==> config.mk <==
export PLATFORM = sky130hd
export DESIGN_NAME = pkt_cell_writer
export DESIGN_NICKNAME = d
export VERILOG_FILES = /design/src/rtl/pkt_cell_writer.sv
export SDC_FILE = /design/constraint.sdc
export NUM_CORES = 2
export LEC_CHECK = 0
export ABC_AREA = 1
export BUFFER_PORTS_ARGS = -buffer_cell sky130_fd_sc_hd__buf_4
export CAP_MARGIN = 20
export CORE_AREA = 8 8 458 460
export CTS_BUF_LIST = sky130_fd_sc_hd__clkbuf_16
export CTS_CLUSTER_SIZE = 30
export DETAILED_ROUTE_END_ITERATION = 10
export DIE_AREA = 0 0 466 468
export PLACE_DENSITY_LB_ADDON = 0.2
export SETUP_SLACK_MARGIN = 0.2
export SLEW_MARGIN = 0
export SYNTH_ARGS = -nofsm -noshare
export SYNTH_HDL_FRONTEND = slang
export SYNTH_SLANG_ARGS = --single-unit
==> constraint.sdc <==
create_clock -name clk_dp -period 61.4 [get_ports clk_dp]
set_clock_uncertainty 0.2 [all_clocks]
set_input_delay 3.07 -clock clk_dp [delete_from_list [all_inputs] [get_ports clk_dp]]
set_output_delay 3.07 -clock clk_dp [all_outputs]
set_load 0.01 [all_outputs]
==> src/rtl/pkt_cell_writer.sv <==
// Ingress segmentation stage: one free-list cell per beat, one buffer write and link write
// per beat, one descriptor per packet to the traffic manager.
module pkt_cell_writer #(
    parameter int  CELL_ID_W = 12,
    parameter int  MAX_CELLS = 32,
    parameter int  LEN_W     = 14,
    localparam int CNT_W     = $clog2(MAX_CELLS) + 1
) (
    input  logic                 clk_dp,
    input  logic                 rst_dp,
    input  logic                 in_valid,
    output logic                 in_ready,
    input  logic [511:0]         in_data,
    input  logic                 in_sof,
    input  logic                 in_eof,
    input  logic [6:0]           in_len,
    output logic                 alloc_req,
    input  logic                 alloc_valid,
    input  logic [CELL_ID_W-1:0] alloc_id,
    output logic                 wr_valid,
    output logic [CELL_ID_W-1:0] wr_cell_id,
    output logic [511:0]         wr_data,
    output logic                 wr_sof,
    output logic                 wr_eof,
    output logic [6:0]           wr_data_len,
    output logic                 link_we,
    output logic [CELL_ID_W-1:0] link_cell,
    output logic [CELL_ID_W-1:0] link_next,
    output logic                 desc_valid,
    input  logic                 desc_ready,
    output logic [CELL_ID_W-1:0] desc_head,
    output logic [CELL_ID_W-1:0] desc_tail,
    output logic [LEN_W-1:0]     desc_len,
    output logic [CNT_W-1:0]     desc_cells,
    output logic                 desc_err,
    output logic [15:0]          drop_cnt,
    output logic [15:0]          err_cnt
);

    typedef enum logic [1:0] {IDLE, BODY, DISCARD} state_t;

    state_t                 state;
    logic [CELL_ID_W-1:0]   head;
    logic [CELL_ID_W-1:0]   tail;
    logic [LEN_W-1:0]       len_acc;
    logic [CNT_W-1:0]       cells_acc;

    logic                   accept;
    logic                   start;
    logic                   take_cell;
    logic                   trunc;
    logic                   close;
    logic                   drop_inc;
    logic [1:0]             err_inc;
    logic [16:0]            err_sum;
    logic [CNT_W-1:0]       new_cells;
    logic [LEN_W-1:0]       new_len;
    logic [CELL_ID_W-1:0]   new_head;

    // An undrained descriptor only blocks beats that would need a cell; DISCARD always drains.
    always_comb begin
        // NOTE: default assignment first so no path through the block can infer a latch.
        in_ready = 1'b1;
        if (state != DISCARD)
            in_ready = alloc_valid & ~(desc_valid & ~desc_ready);
    end

    assign accept    = in_valid & in_ready;
    assign start     = (state == IDLE);
    assign take_cell = accept & ((state == BODY) | (start & in_sof));
    assign alloc_req = take_cell;

    assign new_cells = start ? CNT_W'(1) : cells_acc + CNT_W'(1);
    assign new_len   = (start ? '0 : len_acc) + LEN_W'(in_len);
    assign new_head  = start ? alloc_id : head;
    assign trunc     = take_cell & ~in_eof & (new_cells == CNT_W'(MAX_CELLS));
    assign close     = take_cell & (in_eof | trunc);

    assign drop_inc  = accept & start & ~in_sof;
    assign err_inc   = {1'b0, accept & (state == BODY) & in_sof} + {1'b0, trunc};
    assign err_sum   = {1'b0, err_cnt} + {15'b0, err_inc};

    always_ff @(posedge clk_dp or posedge rst_dp) begin
        if (rst_dp) begin
            state       <= IDLE;
            head        <= '0;
            tail        <= '0;
            len_acc     <= '0;
            cells_acc   <= '0;
            wr_valid    <= 1'b0;
            wr_cell_id  <= '0;
            wr_data     <= '0;
            wr_sof      <= 1'b0;
            wr_eof      <= 1'b0;
            wr_data_len <= '0;
            link_we     <= 1'b0;
            link_cell   <= '0;
            link_next   <= '0;
            desc_valid  <= 1'b0;
            desc_head   <= '0;
            desc_tail   <= '0;
            desc_len    <= '0;
            desc_cells  <= '0;
            desc_err    <= 1'b0;
            drop_cnt    <= '0;
            err_cnt     <= '0;
        end else begin
            // NOTE: non-blocking everywhere here so every register samples pre-edge values.
            wr_valid <= take_cell;
            link_we  <= take_cell & (state == BODY);

            if (take_cell) begin
                wr_cell_id  <= alloc_id;
                wr_data     <= in_data;
                wr_sof      <= start;
                wr_eof      <= in_eof | trunc;
                wr_data_len <= in_len;
                head        <= new_head;
                tail        <= alloc_id;
                len_acc     <= new_len;
                cells_acc   <= new_cells;
            end

            if (take_cell && state == BODY) begin
                link_cell <= tail;
                link_next <= alloc_id;
            end

            // A drain and a new close in the same cycle: the new descriptor wins.
            if (desc_ready)
                desc_valid <= 1'b0;
            if (close) begin
                desc_valid <= 1'b1;
                desc_head  <= new_head;
                desc_tail  <= alloc_id;
                desc_len   <= new_len;
                desc_cells <= new_cells;
                desc_err   <= trunc;
            end

            if (accept) begin
                case (state)
                    IDLE:    if (in_sof && !in_eof) state <= trunc ? DISCARD : BODY;
                    BODY:    if (in_eof)            state <= IDLE;
                             else if (trunc)        state <= DISCARD;
                    DISCARD: if (in_eof)            state <= IDLE;
                    default:                        state <= IDLE;
                endcase
            end

            if (drop_inc && drop_cnt != 16'hFFFF)
                drop_cnt <= drop_cnt + 16'd1;
            err_cnt <= err_sum[16] ? 16'hFFFF : err_sum[15:0];
        end
    end

endmodule

# After elaboration in Yosys (flattened, before gate mapping)
# Cells that the tools add are included.
dict set report totals {
  latch_bits 0
  output_inout_bits 639
  mem_bits_ro 0
  in_bits 538
  ramBits 0
  ff_bits 671
  n_memories 0
  wordCells 73
}
dict set report classes {
  shift 0
  n_lt_le_gt_ge 0
  reduce_logical 7
  addsub 5
  bitwise 19
  muxes 13
  mul 0
  div_mod_pow 0
  n_eq_ne 8
}
# op count
set ops {}
lappend ops {{$add A16 B2 Y17} 1}
lappend ops {{$add A16 B1 Y16 const B} 1}
lappend ops {{$mux W16} 1}
lappend ops {{$ne A16 B16 Y1 const B} 1}
lappend ops {{$add A14 B7 Y14} 1}
lappend ops {{$mux W14} 1}
lappend ops {{$and A1 B1 Y1} 13}
lappend ops {{$mux W12} 1}
lappend ops {{$mux W2} 5}
lappend ops {{$add A6 B1 Y6 const B} 1}
lappend ops {{$eq A6 B6 Y1 const B} 1}
lappend ops {{$mux W6} 1}
lappend ops {{$pmux W2 S3} 1}
lappend ops {{$ne A2 B2 Y1 const B} 2}
lappend ops {{$not A1 Y1} 4}
lappend ops {{$reduce_and A4 Y1} 1}
lappend ops {{$logic_and A1 B1 Y1} 3}
lappend ops {{$mux W1} 3}
lappend ops {{$ne A3 B3 Y1 const B} 1}
lappend ops {{$add A1 B1 Y2} 1}
lappend ops {{$eq A2 B1 Y1 const B} 1}
lappend ops {{$eq A2 B2 Y1 const B} 1}
lappend ops {{$logic_not A2 Y1} 1}
lappend ops {{$ne A2 B1 Y1 const B} 1}
lappend ops {{3 further kinds} 4}

# Longest topological paths before layout
dict set report depth {
  word_depth 12
  depth_mapped 21
  mapped_depth_nobuf 20
}

# Least setup slack after synthesis
# OpenSTA, ideal clock, no wires.
dict set report synth_timing {
  path_kind {input port to output port}
  from {in in_sof}
  to {out alloc_req}
  cell_stages 6
  path_slack_ns 54.268
  required_time_ns 58.130
  t_arrival_ns 3.862
  n_path_buf 2
  cell_sequence {inv_1 a21oi_1 nand3_2 inv_1 buf_2 buf_2}
}
dict set report synth_between {
  elab_chain_cells 3
}
# item line
set synth_rtl {}
lappend synth_rtl {{start: declaration} 14} ;# input logic in_sof,
lappend synth_rtl {{$and A1 B1 Y1} 70} ;# assign take_cell = accept & ((state == BODY) | (start & in_sof));
lappend synth_rtl {{$or A1 B1 Y1} 70}
lappend synth_rtl {{$and A1 B1 Y1} 70}
lappend synth_rtl {{end: declaration} 17} ;# output logic alloc_req,
# Every way passes these cells.

# Worst setup path in the final report
# Ends and elaborated chain as after synthesis.

==> results.yml <==
run_status:
  status: "finished, final reports clean"
place:
  hpwl_um: 130000
  dp.cells: 6784
  numPortBuffers: 1176
  globalplace.congestion: 0.882
  pre_cts_ws_ps: 53320
worst_setup_path:
  crit_top_cell: "buf_4"
  critPathCaptureType: "primary output"
  cpPeakStageDelay_ps: 560
  crit_chain: "buf_4 -> inv_1 -> a21oi_1 -> nand3_4 -> inv_8 -> buf_4"
  worstPathMaxFanout: 88
  cp_slowest_cell: "inv_8"
  worst-path-buf-inv: 4
  worst_ep_required_time_ps: 58130
  crit_arrival_ps: 4760
  worstSetupPathType: "in2out"
  critPathLaunchType: "primary input"
  path_delay_family: "buffers and inverters"
pwr:
  internal_power_uw: 1170
  p_clk_share_pct: 27.6
  combinationalPowerShare_pct: 35.3
  p_total_uw: 1880
  seqPwrFrac_pct: 37.1
  ir_worst_vdd_v: 0.0000202
  switching_share_pct: 38.1
  power_density_nw_per_um2: 45.9
  power_switching_uw: 718
  power_leakage_uw: 0.0219
clock_network:
  cts_max_level: 3
  cts_buffers: 92
  ctsResizeCount: 0
  ctsLongestPathBuffers: 3
  clk_latency_ps: 730
  post_cts_buffers: 0
  clk_pin_slew_worst_paths_ps: 50
  root_buffer: "clkbuf_16"
  cts_tree: "done"
  cts-hold-fix-buffers: 0
  cts_sinks: 671
yosys:
  synth_compound_area_share_pct: 2.31
  synth_simple_gate_area_share_pct: 28.7
  synth.mux.area_fraction_pct: 0
  netlist_area_um2: 26400
  synth_top_family_by_area: "simple AND/OR/NAND/NOR gates"
  synthFlopType: "dfrtp_1"
  synth_cell_types: 32
  yosysMostFrequentCell: "nand2_1"
  synth_seq_cells: 671
  yosys_warnings: 0
  synth_common_cells: "nand2_1, dfrtp_1, inv_1"
  netlist.area_leader.share_pct: 63.5
  netlist_instances: 3036
  synth.area.top_cells: "dfrtp_1, nand2_1, buf_2, o21ai_0, inv_1"
  synth_xor_area_share_pct: 0.829
  syn_avg_cell_area_um2: 8.70
  syn_nets: 3586
  synth_edf_count: 0
  ys_seq_area_share_pct: 63.5
  synth_fa_ha_area_share_pct: 0.625
  yosys.area.top_type: "dfrtp_1"
  async_flop_share_pct: 100
final_layout:
  fillers: 22752
  nets: 4740
  utilization_pct: 20.2
  final_cell_count_no_fill: 6957
  drive_gt1_share_pct: 31.8
  syn2layout_area_growth_pct: 55.3
die:
  fp.dieH_um: 468
  rows: 166
  dieArea_um2: 218000
  coreArea_um2: 203000
  ios: 1177
  start_util_pct: 13.0
  die_w_um: 466
grt:
  gr-total-overflow: 0
  track_usage_pct: 14.2
  grt_max_degree: 133
  grt_pass1_wl_um: 220000
  grt_pass1_vias: 25298
  antenna_found_initial: 57
detailed_routing:
  drt_iter0_drc: 1534
  drt-total-wl_um: 163000
  avgRoutedWirePerCell_um: 23.4
  dr_total_vias: 24721
  drc: 0
  vias_per_cell: 3.55
  drtAntennaViolNets: 0
  dr.pass1.iters: 5
timing:
  timing.final.crit_share_pct: 13.1
  setup_violations: 0
  report.final.slew_viol_count: 0
  worst_pin_slew_ps: 999
  tns_ps: 0
  max_freq_ghz: 0.124
  rsz0062_at_grt: "no"
  finalCriticalPeriod_ps: 8030
  fin_ws_ps: 53370
  hold_violations: 0
  slew_headroom_pct: 33.4
hold_path:
  hold_path.class: "reg2reg"
flow_run:
  drv_cap: 0
[registers in the layout, indices dropped and copies added (netlist names)]
register,cells
desc_len,14
wr_eof,1
err_cnt,16
wr_data,512
tail,12
wr_sof,1
wr_valid,1
state,2
head,12
wr_data_len,7
desc_head,12
len_acc,14
link_next,12
desc_tail,12
desc_valid,1
drop_cnt,16
cells_acc,6
desc_err,1
link_we,1
desc_cells,6
link_cell,12
[through the flow]
step	hold WS [ps]	cell area (um^2)
6_report	270	41000
3_3_place_gp	263	38200
4_1_cts	275	41000
3_5_place_dp	260	38200
2_1_floorplan	249	26400
5_1_grt	288	41000
[layout by cell type (no fill, tap or decap), types with 10 or more instances in the layout]
cell type  count
nand3_1       31
nor2_1        46
o21ai_1       12
ha_1          10
nand2_1     1866
inv_1        109
clkbuf_16     93
xor2_1        22
o21ai_2       11
diode_2       11
o21ai_0       78
nor3_1        10
clkinv_1      19
dfrtp_1      671
buf_4       1204
nand4_1       10
clkinv_2      11
[cell type report]
cell class	count	area [um^2]	area share [%]
antenna	11	27.5	0.0671
clock buffer	93	2330	5.67
clock inverter	69	503	1.23
inverter	90	353	0.860
multi-input combinational	2130	8600	21.0
sequential	671	16800	40.9
tap	2688	3360	8.20
timing repair buffer	1205	9060	22.1
[kinds of logic after synthesis]
logic type               Yosys count
AO/OA/AOI/OAI                    110
XOR/XNOR                          25
adder cells (fa/ha/maj)           12
buffers and inverters            235
flip-flops                       671
AND/OR/NAND/NOR                 1983
[power groups by stage]
| stage | registers [uW] | clock network [uW] | logic, uW |
|---|---|---|---|
| finish | 699 | 519 | 666 |
| CTS | 701 | 545 | 692 |
| detailed placement | 703 | 0 | 691 |
| global placement | 701 | 0 | 691 |
| global route | 719 | 559 | 735 |
| floorplan | 750 | 0 | 183 |
[worst register-to-register path, stage by stage (launching register included)]
cell,delay (ps)
dfrtp_1,410
inv_1,160
nand2_1,140
nand2_2,160
nand3_4,390
inv_8,580
buf_4,580
buf_4,730
buf_4,900
nand2_1,200
nand2_1,90
[worst paths after layout]
path | from | end | slack (ps) | depth (start not counted)
setup / recovery | in_sof | alloc_req | 53370 | 6
hold / removal | desc_len[5] | desc_len[5] | 270 | 2
setup reg to reg | state[0] | wr_data[396] | 56800 | 10
hold reg to reg | desc_len[5] | desc_len[5] | 270 | 2
max in group asynchronous | rst_dp | head[4] | 55220 | 6
min in group asynchronous | rst_dp | wr_data[365] | 2230 | 2
[layer usage]
| metal | routed length, um | vias to the layer above | GRT usage (%) |
|---|---|---|---|
| met5 | 128 | - | 0 |
| met4 | 3610 | 18 | 3.77 |
| met3 | 18300 | 228 | 7.09 |
| met2 | 75800 | 959 | 23.1 |
| met1 | 64900 | 11936 | 16.7 |
| li1 | - | 11580 | - |
Power figures use the tool's default switching activity.
